File: src/rtl/step_dir_generator_pkg.sv
// Shared motion-control types and helpers.
// Phase encoding, direction polarity and timing clamp.
package rapcores_motion_pkg;

  typedef enum logic [2:0] {
    IDLE,
    DIR_SETUP,
    STEP_HIGH,
    STEP_LOW,
    FINISH
  } state_t;

  localparam logic DIR_POSITIVE = 1'b1;
  localparam int CLAMP_W = 32;

  function automatic logic [CLAMP_W-1:0] clamp1(
    input logic [CLAMP_W-1:0] x
  );
    return (x == '0) ? CLAMP_W'(1) : x;
  endfunction

endpackage

File: src/rtl/step_dir_generator_pulse_timer.sv
// Loadable down-counter timing one step/dir phase.
// expired is high in the last cycle of a loaded span.
module pulse_timer #(
  parameter int W = 16
) (
  input  logic         clk,
  input  logic         reset,
  input  logic         load,
  input  logic [W-1:0] value,
  output logic         expired
);

  logic [W-1:0] count;

  always_ff @(posedge clk) begin
    if (reset) begin
      count <= '0;
    end else if (load) begin
      count <= value;
    end else if (count != '0) begin
      count <= count - W'(1);
    end
  end

  assign expired = (count < W'(2));

endmodule

File: src/rtl/step_dir_generator.sv
// Step/dir pulse train generator with dir setup,
// step high/low timing, abort and signed position.
module step_dir_generator
  import rapcores_motion_pkg::*;
#(
  parameter int COUNT_W  = 16,
  parameter int POS_W    = 32,
  parameter int TIMING_W = 8
) (
  input  logic                      clk,
  input  logic                      reset,
  input  logic                      cmd_valid,
  output logic                      cmd_ready,
  input  logic [COUNT_W-1:0]        cmd_steps,
  input  logic                      cmd_dir,
  input  logic [COUNT_W-1:0]        cmd_interval,
  input  logic                      abort,
  input  logic [TIMING_W-1:0]       config_dir_setup,
  input  logic [TIMING_W-1:0]       config_step_high,
  output logic                      step,
  output logic                      dir,
  output logic                      busy,
  output logic                      done,
  output logic signed [POS_W-1:0]   position,
  output logic [COUNT_W-1:0]        steps_remaining
);

  localparam int T_W = (COUNT_W > TIMING_W) ? COUNT_W : TIMING_W;
  localparam logic signed [POS_W-1:0] ONE = 1;

  state_t state, next_state;
  logic   tmr_load, tmr_expired, abort_q, accept, enter_high;
  logic [T_W-1:0]     tmr_value, h_val, s_val;
  logic [COUNT_W-1:0] interval_q, rem_src;

  assign h_val = T_W'(clamp1(CLAMP_W'(config_step_high)));
  assign s_val = T_W'(clamp1(CLAMP_W'(config_dir_setup)));

  assign cmd_ready  = (state == IDLE);
  assign busy       = (state != IDLE);
  assign accept     = (state == IDLE) && cmd_valid;
  assign enter_high = (next_state == STEP_HIGH) && (state != STEP_HIGH);
  assign rem_src    = accept ? cmd_steps : steps_remaining;

  pulse_timer #(.W(T_W)) u_timer (
    .clk     (clk),
    .reset   (reset),
    .load    (tmr_load),
    .value   (tmr_value),
    .expired (tmr_expired)
  );

  always_comb begin
    next_state = state;
    tmr_load   = 1'b0;
    tmr_value  = '0;
    unique case (state)
      IDLE: begin
        if (cmd_valid) begin
          if (cmd_steps == '0) begin
            next_state = FINISH;
          end else if (cmd_dir != dir) begin
            next_state = DIR_SETUP;
            tmr_load   = 1'b1;
            tmr_value  = s_val;
          end else begin
            next_state = STEP_HIGH;
            tmr_load   = 1'b1;
            tmr_value  = h_val;
          end
        end
      end
      DIR_SETUP: begin
        if (abort) begin
          next_state = FINISH;
        end else if (tmr_expired) begin
          next_state = STEP_HIGH;
          tmr_load   = 1'b1;
          tmr_value  = h_val;
        end
      end
      STEP_HIGH: begin
        if (tmr_expired) begin
          if (abort || abort_q) begin
            next_state = FINISH;
          end else begin
            next_state = STEP_LOW;
            tmr_load   = 1'b1;
            tmr_value  = T_W'(interval_q);
          end
        end
      end
      STEP_LOW: begin
        // Expiry on the final step wins over abort: one done.
        if (tmr_expired) begin
          if (steps_remaining != '0 && !abort) begin
            next_state = STEP_HIGH;
            tmr_load   = 1'b1;
            tmr_value  = h_val;
          end else begin
            next_state = FINISH;
          end
        end else if (abort) begin
          next_state = FINISH;
        end
      end
      default: next_state = IDLE;
    endcase
  end

  // FINISH is never held: done pulses while the block is idle.
  always_ff @(posedge clk) begin
    if (reset) begin
      state           <= IDLE;
      step            <= 1'b0;
      dir             <= 1'b0;
      done            <= 1'b0;
      abort_q         <= 1'b0;
      interval_q      <= '0;
      position        <= '0;
      steps_remaining <= '0;
    end else begin
      state   <= (next_state == FINISH) ? IDLE : next_state;
      done    <= (next_state == FINISH);
      step    <= (next_state == STEP_HIGH);
      abort_q <= (state == STEP_HIGH) &&
                 (next_state == STEP_HIGH) && (abort || abort_q);
      if (accept) begin
        dir        <= cmd_dir;
        interval_q <= COUNT_W'(clamp1(CLAMP_W'(cmd_interval)));
      end
      if (next_state == FINISH) begin
        steps_remaining <= '0;
      end else if (enter_high) begin
        steps_remaining <= (rem_src != '0) ?
                           rem_src - COUNT_W'(1) : '0;
      end else if (accept) begin
        steps_remaining <= cmd_steps;
      end
      if (enter_high) begin
        position <= (dir == DIR_POSITIVE) ?
                    position + ONE : position - ONE;
      end
    end
  end

endmodule

File: config.mk
export PLATFORM = sky130hd
export DESIGN_NAME = step_dir_generator
export DESIGN_NICKNAME = d
export VERILOG_FILES = /design/src/rtl/step_dir_generator_pkg.sv /design/src/rtl/step_dir_generator_pulse_timer.sv /design/src/rtl/step_dir_generator.sv
export SDC_FILE = /design/constraint.sdc
export NUM_CORES = 1
export LEC_CHECK = 0
export CORE_MARGIN = 8
export CORE_UTILIZATION = 59
export CTS_BUF_LIST = sky130_fd_sc_hd__clkbuf_8
export DETAILED_ROUTE_END_ITERATION = 10
export HOLD_SLACK_MARGIN = 0.06
export PLACE_DENSITY_LB_ADDON = 0.12
export RECOVER_POWER = 50
export SYNTH_ARGS = -nofsm -noshare
export SYNTH_HDL_FRONTEND = slang
export SYNTH_HIERARCHICAL = 1
export SYNTH_SLANG_ARGS = --single-unit
File: constraint.sdc
create_clock -name clk -period 11.8 [get_ports clk]
set_clock_uncertainty 0.05 [all_clocks]
set_input_delay 1.18 -clock clk [delete_from_list [all_inputs] [get_ports clk]]
set_output_delay 1.18 -clock clk [all_outputs]
set_load 0.005 [all_outputs]
* Yosys cells after proc, flatten, opt, wreduce, memory -nomap -nowiden
Index checks and enable logic that the tools add are counted.
** Word-level totals
- Word-level logic and storage cells :: 78
- Bits of input ports :: 53
- Flip-flop bits (word level) :: 87
** Cells by class
- Order comparisons :: 1
- Equality and inequality tests :: 7
- Multiplexer cells :: 39
- Add/sub/neg operators :: 4
- Reduce and logical (&&, ||, !) cells :: 18
** Operators with widths (number)
- 16-bit 2-to-1 mux :: 8
- 8-bit 2-to-1 mux :: 9
- 16-bit one-hot mux with 4 select lines :: 1
- 16-bit nonzero test :: 3
- 32-bit by 2-bit adder with 32-bit output, second input constant :: 1
- 16-bit zero test :: 2
- 32-bit 2-to-1 mux :: 1
- 16-bit by 1-bit subtractor with 16-bit output, second input constant :: 2
- 32-bit by 2-bit subtractor with 32-bit output, second input constant :: 1
- 3-bit 2-to-1 mux :: 9
- 8-bit zero test :: 2
- 16-bit by 2-bit less-than comparator with 1-bit output, second input constant :: 1
- 3-bit one-hot mux with 4 select lines :: 1
- 3-bit by 2-bit equality test with 1-bit output, second input constant :: 3
- 1-bit 2-to-1 mux :: 8
- 1-bit logical AND :: 5
- 1-bit one-hot mux with 4 select lines :: 1
- 3-bit by 1-bit equality test with 1-bit output, second input constant :: 1
- 3-bit equality test, second input constant :: 1
- 3-bit zero test :: 1
- 3-bit by 2-bit != test with 1-bit output, second input constant :: 1
- 3-bit nonzero test :: 1
- 2-bit 2-to-1 mux :: 1
- 2-bit nonzero test :: 1
- 4 further kinds :: 4

* Logic depth before layout (Yosys ltp)
- Word-level depth :: 8
- Depth in mapped cells :: 13

* Modules after synthesis
The synthesis kept the hierarchy.
** Modules (own cells, without submodules)
- step_dir_generator :: area each 5054.8 um2, cells an instance 656, seq. area each 1421.4 um2, instances 1
- pulse_timer :: area each 900.9 um2, cells an instance 111, seq. area each 320.3 um2, instances 1

* Worst setup path after synthesis
Ideal clock, no wire load.
- Kind :: reg2reg
- From :: register u_timer.count[5]
- To :: register steps_remaining[10]
- Cell stages (with the launch flop) :: 13
- Slack :: 7.948 ns
- Path buffers :: 2
- Data required time :: 11.635 ns
- Period minus slack after synthesis :: 3.852 ns
- Library setup time :: 0.115 ns
- Arrival :: 3.687 ns
- Cells stage by stage :: dfxtp_1 or4_1 buf_6 nor3_1 nor4b_1 or3b_2 or2_1 a311oi_2 and2_4 nand2_4 o31ai_4 buf_6 nor2_2
** On the way
- Cells in the longest elaborated chain, start to end :: 7
- Elaborated cells on any way between the ends :: 11
** Ends and longest elaborated chain
- from (decl) :: line step_dir_generator_pulse_timer.sv:13 : logic [W-1:0] count;
- from (signal assigned) :: line step_dir_generator_pulse_timer.sv:19 : count <= value;
- from (signal assigned) :: line step_dir_generator_pulse_timer.sv:21 : count <= count - W'(1);
- 16-bit by 2-bit less-than comparator with 1-bit output * :: line step_dir_generator_pulse_timer.sv:25 : assign expired = (count < W'(2));
- named net tmr_expired :: line step_dir_generator.sv:32 : logic tmr_load, tmr_expired, abort_q, accept, enter_high;
- 3-bit 2-to-1 mux :: line step_dir_generator.sv:76 : end else if (tmr_expired) begin
- 3-bit 2-to-1 mux :: line step_dir_generator.sv:74 : if (abort) begin
- 3-bit one-hot mux with 4 select lines * :: line step_dir_generator.sv:57 : unique case (state)
- 3-bit by 2-bit equality test with 1-bit output :: line step_dir_generator.sv:42 : assign enter_high = (next_state == STEP_HIGH) && (state != STEP_HIGH);
- 1-bit logical AND :: line step_dir_generator.sv:42
- 16-bit 2-to-1 mux :: line step_dir_generator.sv:134 : end else if (enter_high) begin
- to (signal assigned) :: line step_dir_generator.sv:135 : steps_remaining <= (rem_src != '0) ?
- to (signal assigned) :: line step_dir_generator.sv:138 : steps_remaining <= cmd_steps;
- to (decl) :: line step_dir_generator.sv:25 : output logic [COUNT_W-1:0] steps_remaining
The timed path passes the listed nets; every way through them passes the cells marked *.
A chain may end at the register's enable or synchronous reset.

* Final worst setup path
- From :: input port cmd_valid
- To :: register steps_remaining[0]
** On the way
- Cells in the longest elaborated chain, start to end :: 5
- Elaborated cells on any way between the ends :: 12
** Ends and longest elaborated chain
- from (decl) :: line step_dir_generator.sv:12 : input logic cmd_valid,
- 1-bit logical AND or 3-bit 2-to-1 mux (tied branches) :: line step_dir_generator.sv:41, step_dir_generator.sv:59
- 16-bit 2-to-1 mux or 3-bit one-hot mux with 4 select lines (tied branches)
- 16-bit by 1-bit subtractor with 16-bit output, or another cell as far along :: line step_dir_generator.sv:136 : rem_src - COUNT_W'(1) : '0;
- 16-bit 2-to-1 mux or 1-bit logical AND (tied branches) :: line step_dir_generator.sv:135, step_dir_generator.sv:42
- 16-bit 2-to-1 mux :: line step_dir_generator.sv:134
Parallel ways exist; a longest one is shown, timed or not.

==> qor.txt <==
Run status: finished with violations
Failing checks: max-capacitance violations, max-slew violations
DR iter-0 viols: 379
# hold bufs at CTS: 0
Std cell rows: 36
Fin worst setup slack: 6.47 ns
Slew @ Worst Pin: 2.05 ns
Routed Antenna Nets: 0
Max Clock Freq: 188 MHz
Die Y-Extent: 116 um
R2R cell count: 10
Hold Path End: interval_q[13]
Routability cong.: 0.935
Final Setup Violations: 0
Worst hold stages: 2
Flop pwr share: 32.7%
Placement Setup Slack: 6.96 ns
Leakage: 0.00300 uW
Ys Warns: 6
R2R Path Start: u_timer/count[5]
Hold path startpoint: interval_q[13]
Layout fillers: 792
Critical path class: in -> reg
CP required: 11.96 ns
Diodes inserted: 0
Switching power share of the total: 39.8%
MaxCap Viol Count: 1
Total die area: 13600 um2
H-tree depth: 3
CTS clk-pin slew, worst paths: 0.10 ns
Library cells used by synthesis: 76
Synthesized flop and latch total: 87
Drt total wl: 16700 um
Final min period: 5.33 ns
Die Width: 116 um
Slew Viols, Final: 40
Via Count: 5939
Antenna violations before repair: 0
Layout cell share with drive strength beyond 1: 6.46%
Syn-to-layout area delta: 21.4%
Maximum vdd drop: 0.0000984 V
DRC: 0
Syn nets: 853
Register area share after synthesis: 29.2%
Clk_lat worst skew: 0.36 ns
Setup TNS: 0 ns
Worst hold path class: reg -> reg
Global route total overflow: 0
Fin nets: 933
Tcrit/Tclk final: 45.2%
Post-Syn Area: 5960 um2
Largest net degree at the start of global routing: 64
Post-synthesis cell count: 767
Final hold vios: 0
WHS: 0.406 ns
Primary FF master, synth: dfxtp_1
Port Buffers: 105
Starting Density: 60.9%
Max Buffers Root-to-Sink: 2
Post-synth ARST share: 0%
Setup bufs post-CTS: 0
Routed WL per cell: 17.0 um
Vias per inst: 6.03
Max_slew headroom: -36.6%
GR Util All Layers: 25.0%
Clock sink total: 87
Internal power: 688 uW
Power density over cell area: 158 nW/um2
RR Endpoint: position[31]
Syn Area/Cell: 7.76 um2
RSZ-0062 raised after global routing: no
Resize count post-CTS: 0
Detailed placer's ending HPWL: 12300 um
Root Buffer: clkbuf_8
Power share of the combinational group: 48.0%
Critical Path Fanout Max: 39
Number of synthesized flops with an enable pin: 0
Top-level port count: 106
Clk pwr share: 19.2%
First-pass GRT wire length: 27700 um
Core Area: 9770 um2
Num CTS Buffers: 9
Reg2Reg Setup Slack: 6.85 ns
Worst Path Arrival: 5.49 ns
Vias in the first global route: 5929
DR pass1 iterations: 7
CTS tree: done
Startpoint Class: primary input
Setup crit end kind: register
Sw Pwr: 455 uW
[layout by cell type, fill, tap and decap left out, types with 17 or more instances in the layout]
cell / count
clkdlybuf4s50_1: 51
xnor2_1: 35
nor3_1: 24
inv_1: 23
dlygate4sd3_1: 53
nand2_1: 110
nand3_1: 25
dfxtp_1: 87
o21ai_0: 33
nor2_1: 47
ha_1: 32
nor4_1: 17
a21oi_1: 75
[cells in the mapped netlist (3+ instances only)]
cell	count	area (um2)
nand2_1	110	413
dfxtp_1	87	1740
a21oi_1	75	375
nor2_1	47	176
xnor2_1	35	307
o21ai_0	33	165
ha_1	32	400
clkbuf_1	30	113
nand3_1	25	125
nor3_1	24	120
inv_1	23	86.3
nor4_1	18	113
and2_1	16	100
mux2i_1	16	160
a21o_1	15	113
xor2_1	14	123
nor2_2	11	68.8
o22ai_1	8	50.1
a211oi_1	7	52.6
a222oi_1	7	70.1
buf_2	7	35.0
nand4_1	7	43.8
or3_1	7	43.8
or4_1	7	52.6
nand2b_1	6	37.5
nor2b_1	5	31.3
o31ai_1	5	37.5
a31oi_1	4	25.0
and3_1	4	25.0
buf_6	4	45.0
o21a_1	4	30.0
o21bai_1	4	30.0
a2111oi_0	3	26.3
a311oi_1	3	26.3
a41oi_1	3	26.3
and4_1	3	26.3
nand3b_1	3	22.5
nor3b_1	3	22.5
o2111ai_1	3	26.3
o211a_1	3	30.0
or2_2	3	18.8
[cells by family after synthesis]
kind of cell	synth area share (%)
AND/OR/NAND/NOR	26.6
AO/OA/AOI/OAI	21.6
flip-flops	29.2
buffers and inverters	4.87
XOR/XNOR	7.21
adder cells (fa/ha/maj)	7.06
multiplexers	3.30
other	0.0630
[registers in the layout, summed over array words and instances, names as in the netlist]
register and cells:
state 3, position 32, done 1, interval_q 16, u_timer/count 16, steps_remaining 16
step 1, abort_q 1, dir 1
[critical path, stage by stage]
cell,delay [ns]
dlygate4sd3_1,0.55
nor4b_1,0.24
clkbuf_1,1.50
mux2i_1,0.43
inv_1,0.10
a311oi_2,0.29
and2_4,0.24
nand2_4,0.08
o31ai_4,0.74
nor2_1,0.12
[area by class of cell]
class / count / area [um2] / share of cell area (%)
multi-input cells: 613 / 3930 / 54.4
clock buffers: 10 / 138 / 1.90
repair buffers: 112 / 1090 / 15.1
clock inverters: 6 / 67.6 / 0.935
flip-flops and latches: 87 / 1740 / 24.1
inverters: 24 / 90.1 / 1.25
well taps: 133 / 166 / 2.30
[power by group through the flow]
stage / logic, uW / registers [uW] / clock network [uW]
after global routing: 606 / 380 / 236
after detailed placement: 543 / 380 / 0
after global placement: 529 / 376 / 0
after floorplan: 420 / 371 / 0
after CTS: 550 / 374 / 223
final: 549 / 374 / 220
[per-layer routing]
layer	vias to the layer above	global-route usage [%]	wire [um]
met1	2777	28.5	6980
met2	198	44.9	8290
met4	0	9.68	349
li1	2931	-	-
met5	-	0	0
met3	33	5.02	1110
[through the flow]
step	util [%]	total power (uW)	instances	area, um2
after floorplan	-	790	767	5960
after global placement	72.1	906	969	7040
after detailed placement	72.1	923	969	7040
after CTS	74.2	1150	985	7250
after global routing	74.0	1220	985	7230
final	74.0	1140	985	7230
[worst max path at each step]
stage	start	slack, ns	depth (start not counted)	to
3_5_place_dp	u_timer/count[5]	6.96	10	position[31]
4_1_cts	u_timer/count[5]	6.91	10	position[31]
5_1_grt	cmd_valid	6.13	10	steps_remaining[1]
3_3_place_gp	u_timer/count[5]	7.11	10	position[31]
2_1_floorplan	u_timer/count[5]	7.95	12	steps_remaining[10]
6_report	cmd_valid	6.47	10	steps_remaining[0]
Power figures use the tool's default switching activity.
==> RTL edit 1, RTL diff (same flow settings) <==
Set the parameter `COUNT_W` to 32 (it was 16).
--- a/src/rtl/step_dir_generator.sv
+++ b/src/rtl/step_dir_generator.sv
@@ -3,7 +3,7 @@
 module step_dir_generator
   import rapcores_motion_pkg::*;
 #(
-  parameter int COUNT_W  = 16,
+  parameter int COUNT_W  = 32,
   parameter int POS_W    = 32,
   parameter int TIMING_W = 8
 ) (
Ports: changed (resized cmd_interval, cmd_steps and steps_remaining); port bits go from 106 to 154. The function was not compared with the original's and may differ.
==> RTL edit 1 against the original RTL <==
- the run still ends with max-capacitance violations, max-slew violations left
- cell area increased by 46%
- routed wire length increased by 43%
- combinational power increased by 38%
- worst hold slack got worse by 0.0040 ns
- via count increased by 43%
- area after synthesis increased by 43%
- total power increased by 59%
- highest routed layer unchanged
- sequential power increased by 57%
- register-to-register slack got worse by 1.8 ns
- sequential cell count increased by 48
- count of clock-buffer cells in the layout increased by 10
- cell count increased by 43%
- setup slack got worse by 2.1 ns
- critical path type unchanged
==> RTL edit 1: results (changes against the original RTL) <==
synth:
  synthXorXnorAreaFrac_pct: 7.61  # +0.41 points
  synthAdderAreaFrac_pct: 4.95  # -2.1 points
  synth.avg_cell_area_um2: 7.85  # +1.1%
  muxShareOfSynthArea_pct: 4.58  # +1.3 points
  yosys-top-cells-area: "dfxtp_1 (32%), nand2_1 (7.0%), a21oi_1 (5.7%)"
  ys_seq_area_share_pct: 31.8  # +2.6 points
grt:
  grt_max_degree: 73  # +14%
  use_met2_pct: 45.1  # +0.17 points
setup_path:
  regToRegEndpoint: "steps_remaining[3]$_SDFF_PP0_"
  r2r_setup_slack_ns: 5.08  # -1.77 ns
  rr_startpoint: "state[0]$_SDFF_PP0_"
  ff2ff_path_depth: 8  # -2
  cp_max_fo: 72  # +85%
layout:
  multiInputGateArea_um2: 5490  # +40%
  sh_seq_area_pct: 25.5  # +1.4 points
  fillers: 1148  # +45%
  nNonClkInverters: 21  # -13%
  multiInputCombCellCount: 875  # +43%
  regArea_um2: 2700  # +55%
  nFlopsAndLatches: 135  # +55%
  drive_gt1_share_pct: 6.37  # -0.083 points
placed_design:
  portBuffers: 153  # +46%
  place_ws_ns: 6.57  # -0.385 ns
outcome:
  status: "finished with violations"
  violations: "max-capacitance violations, max-slew violations"
pwr:
  p_seq_w: 0.000586  # +57%
  powerDensity_nw_per_um2: 172  # +8.5%
  power.share.switching_pct: 37.1  # -2.7 points
  vdd_drop_max_mv: 0.120  # +22%
detailed_routing:
  wl_met1_um: 10100  # +45%
  drtIter0Drc: 564  # +49%
  wl_per_cell_um: 17.0  # about the same
  finalWirelength_um: 23900  # +43%
clock_tree:
  clk_latency_ns: 0.46  # +0.10 ns
  clkTransAtPathRegs_ns: 0.08  # -0.02 ns
  htreeDepth: 4  # +1
sta:
  slew_viol_final: 73  # +83%
  whs_ns: 0.402  # -0.00395 ns
job:
  cap_violations: 1  # unchanged
[RTL edit 1: cell types whose count changed in the layout (fill, tap and decap cells not counted), moves of 15 or more]
cell,before,now
mux2i_1,16,31
nand2_1,110,159
nor3_1,24,53
a21oi_1,75,97
dfxtp_1,87,135
nor4_1,17,36
or3_1,7,25
xor2_1,14,30
nor2_1,47,91
clkdlybuf4s50_1,51,84
dlygate4sd3_1,53,68
[RTL edit 1: worst max path at each step]
stage,startpoint,endpoint,depth (start not counted),slack [ns]
floorplan,u_timer/count[23]$_SDFFE_PP0P_,steps_remaining[29]$_SDFF_PP0_,14,7.74
global placement,cmd_valid,steps_remaining[3]$_SDFF_PP0_,10,6.69
detailed placement,cmd_valid,steps_remaining[3]$_SDFF_PP0_,10,6.57
CTS,cmd_valid,steps_remaining[3]$_SDFF_PP0_,10,7.05
global route,cmd_valid,steps_remaining[3]$_SDFF_PP0_,9,3.82
finish,cmd_valid,steps_remaining[3]$_SDFF_PP0_,9,4.34
==> RTL edit 2, RTL diff (same flow settings) <==
Without the edit above. Re-encode `state_t` (5 states) as one-hot, 5 bits wide.
--- a/src/rtl/step_dir_generator_pkg.sv
+++ b/src/rtl/step_dir_generator_pkg.sv
@@ -2,12 +2,12 @@
 // Phase encoding, direction polarity and timing clamp.
 package rapcores_motion_pkg;
 
-  typedef enum logic [2:0] {
-    IDLE,
-    DIR_SETUP,
-    STEP_HIGH,
-    STEP_LOW,
-    FINISH
+  typedef enum logic [4:0] {
+    IDLE      = 5'b00001,
+    DIR_SETUP = 5'b00010,
+    STEP_HIGH = 5'b00100,
+    STEP_LOW  = 5'b01000,
+    FINISH    = 5'b10000
   } state_t;
 
   localparam logic DIR_POSITIVE = 1'b1;
Formal check against the unedited RTL: same outputs for any inputs over 4 cycles, from zero or initial values and one cycle with reset high; so few cycles prove little.
==> RTL edit 2 against the original RTL <==
- critical endpoint is now u_timer/count[13]$_SDFFE_PP0P_
- setup slack lost 0.47 ns
- maximum frequency shrank 8.1%
- sequential cell count grew 2
- register-to-register slack lost 0.17 ns
- the flow still finishes with violations (max-capacitance violations, max-slew violations)
- combinational power shrank 1%
- via count grew 7.7%
- cell area grew 3.0%
- area after synthesis grew 4.6%
- critical path depth is the same
- synthesized cell count grew 3.4%
- largest power group unchanged
- total power grew 1.8%
- first-iteration DRC count grew 72%
- routed wire length grew 8.7%
==> RTL edit 2: results (changes against the original RTL) <==
sta:
  whs_ns: 0.404  # -0.00179 ns
  setup_slack_ns: 6.00  # -0.470 ns
  slew_viol_final: 33  # -18%
pwr:
  powerComb_w: 0.000543  # -1%
  vdd_drop_max_mv: 0.118  # +20%
  p_sw_w: 0.000459  # +0.77%
  p_clk_w: 0.000237  # +8%
layout:
  drive_gt1_share_pct: 5.15  # -1.3 points
  fin_nets: 955  # +2.4%
setup_path:
  max_stage_delay_ns: 1.22  # -0.28 ns
  cp.arrival_ns: 6.06  # +0.57 ns
  r2r_setup_slack_ns: 6.68  # -0.17 ns
detailed_routing:
  wl_met1_um: 7540  # +8.1%
  finalWirelength_um: 18200  # +8.7%
  wl_met3_um: 1010  # -8.9%
  wl_met2_um: 9080  # +9.5%
  drtIter0Drc: 650  # +72%
  firstDrtPassIters: 9  # +2
grt:
  grtUsageMet1_pct: 28.1  # -0.41 points
  use_met2_pct: 43.2  # -1.8 points
  grt_pass1_wl_um: 29700  # +7.3%
  grt.met3_usage_pct: 5.38  # +0.36 points
  grtUsageTotal_pct: 25.0  # -0.034 points
  first_global_vias: 6340  # +6.9%
synth:
  muxShareOfSynthArea_pct: 2.77  # -0.53 points
  ys_types: 77  # +1.3%
  synthXorXnorAreaFrac_pct: 5.77  # -1.4 points
  yosys-top-cells-area: "dfxtp_1 (29%), ha_1 (6.4%), nand2_1 (5.8%)"
  ys_top_cells_by_count: "nand2_1 (97), dfxtp_1 (89), a21oi_1 (65)"
  ys_seq_area_share_pct: 28.6  # -0.64 points
  synthCells: 793  # +3.4%
  synth_top_area_share_pct: 28.6  # -0.64 points
clock_tree:
  clk_latency_ns: 0.38  # +0.02 ns
min_path:
  worstHoldEndpoint: "interval_q[12]$_SDFFE_PP0N_"
  hp-start: "interval_q[12]$_SDFFE_PP0N_"
outcome:
  status: "finished with violations"
  violations: "max-capacitance violations, max-slew violations"
placed_design:
  dp_hpwl_um: 13200  # +7.4%
  place_area_um2: 7250  # +2.9%
  dp.cells: 994  # +2.6%
  gp_congestion: 0.921  # -1.5%
job:
  cap_violations: 1  # unchanged
==> RTL edit 2: cell types whose count changed in the layout (fill, tap and decap cells not counted), sizes merged, moves of 6 or more <==
cell,delta
a21o,-6
a21oi,-8
a31oi,+7
and2,-6
and3,+13
nand2,-14
nor4,+6
o211ai,+7
or3,+6
xnor2,-8
==> RTL edit 2: cell type report <==
class | count | area, µm²
multi-input combinational | 633 | 4100
fill | 839 | 2830
sequential | 89 | 1780
timing repair buffer | 109 | 1070
tap | 136 | 170
clock buffer | 10 | 138
inverter | 27 | 101
clock inverter | 6 | 82.6
==> RTL edit 2: cells by family after synthesis <==
logic type	count (synthesis)
buffers and inverters	71
xor gates and xnor gates	41
adders and majority gates	33
DFF	89
and+or+nand+nor	336
other	1
muxes	17
AOI/OAI and AO/OA	205
==> RTL edit 2: worst reg2reg max path: cells and delay by family, from the launching register on <==
family	cells	cell delay (ns)
AO/OA/AOI/OAI	4	0.92
flip-flops	1	0.37
AND/OR/NAND/NOR	6	3.39
buffers and inverters	1	0.34
